==> src/rtl/or_16.sv <==
// or_16: 16-bit bitwise OR with registered result, non-zero flag and
// optional OR-accumulator (compiled in when OR16_ACC_EN is defined).
module or_16 (
    output logic [15:0] out,
    input  logic [15:0] a,
    input  logic [15:0] b,
    input  logic        clk,
    input  logic        rst,
    input  logic        en,
    input  logic        acc_clr,
    output logic [15:0] out_q,
    output logic        any_q,
    output logic [15:0] acc
);

    logic [15:0] w_or;
    logic [15:0] r_out_q;
    logic        r_any_q;

    assign w_or = a | b;
    assign out  = w_or;

    // Capture the OR result and its non-zero flag on enabled edges.
    always_ff @(posedge clk or posedge rst) begin
        if (rst) begin
            r_out_q <= 16'h0000;
            r_any_q <= 1'b0;
        end else if (en) begin
            r_out_q <= w_or;
            r_any_q <= |w_or;
        end
    end

    assign out_q = r_out_q;
    assign any_q = r_any_q;

`ifdef OR16_ACC_EN
    logic [15:0] r_acc;

    // Sticky OR-accumulator; clear wins over a simultaneous load.
    always_ff @(posedge clk or posedge rst) begin
        if (rst) begin
            r_acc <= 16'h0000;
        end else if (acc_clr) begin
            r_acc <= 16'h0000;
        end else if (en) begin
            r_acc <= r_acc | w_or;
        end
    end

    assign acc = r_acc;
`else
    logic w_unused_acc_clr;

    assign w_unused_acc_clr = acc_clr;
    assign acc              = 16'h0000;
`endif

endmodule

==> config.mk <==
export PLATFORM = sky130hd
export DESIGN_NAME = or_16
export DESIGN_NICKNAME = d
export VERILOG_FILES = /design/src/rtl/or_16.sv
export SDC_FILE = /design/constraint.sdc
export NUM_CORES = 1
export LEC_CHECK = 0
export CAP_MARGIN = 25
export CORE_MARGIN = 2
export CORE_UTILIZATION = 34
export DETAILED_ROUTE_END_ITERATION = 12
export PLACE_DENSITY = 0.88
export SETUP_SLACK_MARGIN = 0.2
export SLEW_MARGIN = 25
export SYNTH_ARGS = -nofsm -noshare
export SYNTH_HDL_FRONTEND = slang
export SYNTH_SLANG_ARGS = --single-unit
==> constraint.sdc <==
create_clock -name clk -period 1.4 [get_ports clk]
set_input_delay 0.28 -clock clk [delete_from_list [all_inputs] [get_ports clk]]
set_output_delay 0.28 -clock clk [all_outputs]
set_load 0.02 [all_outputs]
# After elaboration in Yosys (flattened, before gate mapping)
# Index checks and enable logic that the tools add are counted.
[totals]
in_bits = 36
output_inout_bits = 49
ff_bits = 17
[classes]
n_bitwise = 1
n_reduce_logical = 1
[op_table]
columns = ["operator", "n"]
rows = [
  ["$or A16 B16 Y16", 1],
  ["$reduce_or A16 Y1", 1],
]

# Longest topological paths before layout
[logic_depth]
depth_word = 2
depth_mapped = 4

# Least setup slack after synthesis
# No wires, ideal clock.
[synth_path]
path_kind = "input to register"
startpoint = "input port b[0]"
endpoint = "register r_out_q[0], in the netlist out_q[0]"
n_path_buf = 0
path_stages = 2
setup_slack_ns = 0.414
required_ns = 1.275
arrival_ns = 0.862
path_cell_list = "or2_1 -> mux2_2"
[synth_between]
elab_chain_cells = 1
[synth_rtl]
columns = ["element", "line_no", "text"]
rows = [
  ["from (decl)", "6", "input logic [15:0] b,"],
  ["$or A16 B16 Y16", "20", "assign w_or = a | b;"],
  ["to (signal assigned)", "29", "r_out_q <= w_or;"],
  ["to (decl)", "17", "logic [15:0] r_out_q;"],
]
# Every way passes these cells.
# A chain may end at the register's enable or synchronous reset.

# Worst setup path after layout
[layout_path]
startpoint = "input port b[10]"
endpoint = "output port out[10]"
[layout_between]
elab_chain_cells = 1
[layout_rtl]
columns = ["element", "line_no", "text"]
rows = [
  ["$or A16 B16 Y16", "20", ""],
  ["to (decl)", "4", "output logic [15:0] out,"],
]
# Every way passes these cells.

==> results.md <==
* WP data required at approximately 1.1 ns
* Setup TNS at 0 ns
* Initial antenna violation count at 0
* Pre-antenna DRT Iters at 3
* Cell variety after synth at 13
* Commonest cells post-synth: 17 x dfrtp_1, 16 x buf_4, 16 x or2_1
* Die width at between 50 and 60 um
* Final net count at between 200 and 250
* IO Port Bufs at 67
* GRT overflow at 0
* Ant diodes at 0
* Pleak at ~0.8 nW
* Ys async rst share at 100%
* Die ar. at 3300 sq um
* Fin cells at 203
* #FFs+latches synth at 17
* CTS Buf Count at 3
* Via count at just over 900
* Internal power at 0.879 mW
* Final hold slack at around 0.14 ns
* Clock tree buffer depth at 2
* Floorplan Core Area at about 2700 sq um
* Residual DRC at 0
* Antenna-violating nets left at 0
* # rows at 19
* Area growth syn-to-layout at 76.8%
* Hold Buf Count CTS at 0
* Slowest stage delay, CP at about 0.25 ns
* Drt initial violations at 25
* Latest clock arrival within the worst-skew pair at a little under 0.3 ns
* Global-route wire length before repair at ~4.6 mm
* Die Ht at roughly 57 um
* Final Util at 62.9%
* Hold Vio Cnt, Final at 0
* Fill cells at approximately 230
* Area fraction of the dominant cell type after synthesis at between 40% and 50%
* Clock power share at about a fifth
* Setup violators final at 0
* Layout cells sized above 1 at 44.2%
* TritonCTS clock tree: built
* Cell with the most instances after synthesis: dfrtp_1
* Sequential share of the synthesized area at between 40% and 50%
* Initial Utilization at around 36%
* Clock skew at 0 ns
* Gr usage total at around 18%
* Gp weighted congestion at ~0.71
* CTS sink cnt at 17
* Total Power at between 1 and 1.5 mW
* Nature of the critical path endpoint: primary output
* Flop pwr share at a little over two fifths
* Max-Cap Viols at 0
* Hold Crit Class: in -> async
* Status: complete, no violations
* Clock root buffer: clkbuf_4
* Cells after synthesis at around 80
* Most area-hungry cell type in the Yosys netlist: dfrtp_1
* NetSw at 0.409 mW
* HPWL Detailed at 2.41 mm
* Htree depth at 1
* Post-route clock period utilization at around 86%
* PwrDens at between 700 and 800 nW/um^2
* Post-Syn Area at slightly below 1000 sq um
* DRT Wirelength at 3.05 mm
* Data arrival time of the critical path at ~0.92 ns
* CTS clk-pin slew, worst paths at 0.10 ns
* Syn Area/Cell at 12.0 sq um
* Vias in the first global route at 973
* Peak VDD IR at 0.871 mV
* Cell Chain, Critical Path: dlygate4sd2_1 -> or2_1 -> buf_6
* Yosys synthesis warning count at 0
* Critical Path Source Type: primary input
* RSZ-0062 raised after global routing: true
* WL/cell at 15.0 um
* Slowest CP cell: dlygate4sd2_1
* Main synth FF type: dfrtp_1
* Post-synth EDFFs at 0
* Largest net degree at the start of global routing at 19
* Sw Ratio at a little under a third
* Vias per cell at between 4 and 5
* Setup CP Type: in -> out
* Max Slew Vio Count at 0
* Final min period at ~1.2 ns
* Ports at 85
* Placed Cells at 189
* FMAX at roughly 830 MHz
* Power share of the combinational group at 36.9%
* CP max FO at 2
* Largest cells by area after synthesis: dfrtp_1 44%, buf_4 12%, mux2_4 12%
[repair_timing]
item                       in CTS  in global routing
setup buffers                   8                  2
pin swaps                      16                 13
setup endpoints to repair      34                 14
gates resized for setup       198                 18
cloned                          0                  0
[per-stage QoR]
stage	area [sq um]	worst slack, ns
floorplan	1030	0.414
global placement	1700	-0.368
detailed placement	1700	-0.413
CTS	1680	0.178
global route	1720	0.191
finish	1720	0.199
[routing by layer]
metal	wire length (um)	part of all wire, %	vias up	GRT usage [%]
met2	1830	60	45	36.7
met1	916	30	438	17.0
li1	-	-	434	-
met4	114	3.7	0	8.97
met3	185	6.1	12	4.08
met5	0	0	-	0
[critical path: cells and delay by family]
kind	cells	cell delay, ns
and+or+nand+nor	1	0.25
buffers and inverters	2	0.39
[state kept, by name, summed over array words and instances (netlist names)]
name / cells
out_q: 16
any_q: 1
[kinds of logic after synthesis]
logic type | synth area share [%]
AO/OA/AOI/OAI | 0.644
other | 0.386
AND/OR/NAND/NOR | 17.6
flip-flops | 43.8
multiplexers | 21.6
buffers and inverters | 16.0
[worst paths after layout]
check                      slack [ns]               endpoint  cells after the start                  start
min in group clk                 0.47  out_q[13]$_DFFE_PP0P_                      3                  b[13]
min reg2reg                      0.51   out_q[1]$_DFFE_PP0P_                      1   out_q[1]$_DFFE_PP0P_
min                              0.14  out_q[13]$_DFFE_PP0P_                      2                    rst
max in group asynchronous        0.85   out_q[9]$_DFFE_PP0P_                      3                    rst
max reg2reg                      0.62  out_q[10]$_DFFE_PP0P_                      1  out_q[10]$_DFFE_PP0P_
max                              0.20                out[10]                      3                  b[10]
[cell usage in the layout (no fill, tap or decap), drive strengths merged]
master / synthesis / layout
buf: 18 / 56
mux2: 16 / 16
clkdlybuf4s15: 0 / 19
clkbuf: 0 / 4
or2: 16 / 16
inv: 1 / 1
conb: 1 / 16
dfrtp: 17 / 17
a31oi: 1 / 1
nor4: 8 / 8
and4: 2 / 2
clkdlybuf4s50: 0 / 2
dlygate4sd2: 0 / 13
nor2: 1 / 1
[cell type report]
class                   instances  area [sq um]  share of cell area, %
well taps                      31          38.8                   2.26
repair buffers                 90           774                   45.1
inverters                       1          3.75                  0.218
multi-input cells              60           450                   26.2
clock buffers                   4          26.3                   1.53
flip-flops and latches         17           425                   24.7
[power groups by stage]
stage | Sequential [mW] | Clock [mW] | Combinational [mW]
6_report | 0.554 | 0.259 | 0.476
5_1_grt | 0.560 | 0.289 | 0.502
4_1_cts | 0.554 | 0.269 | 0.465
3_5_place_dp | 0.565 | 0 | 0.510
3_3_place_gp | 0.562 | 0 | 0.498
2_1_floorplan | 0.616 | 0 | 0.209
Power figures use the tool's default switching activity.
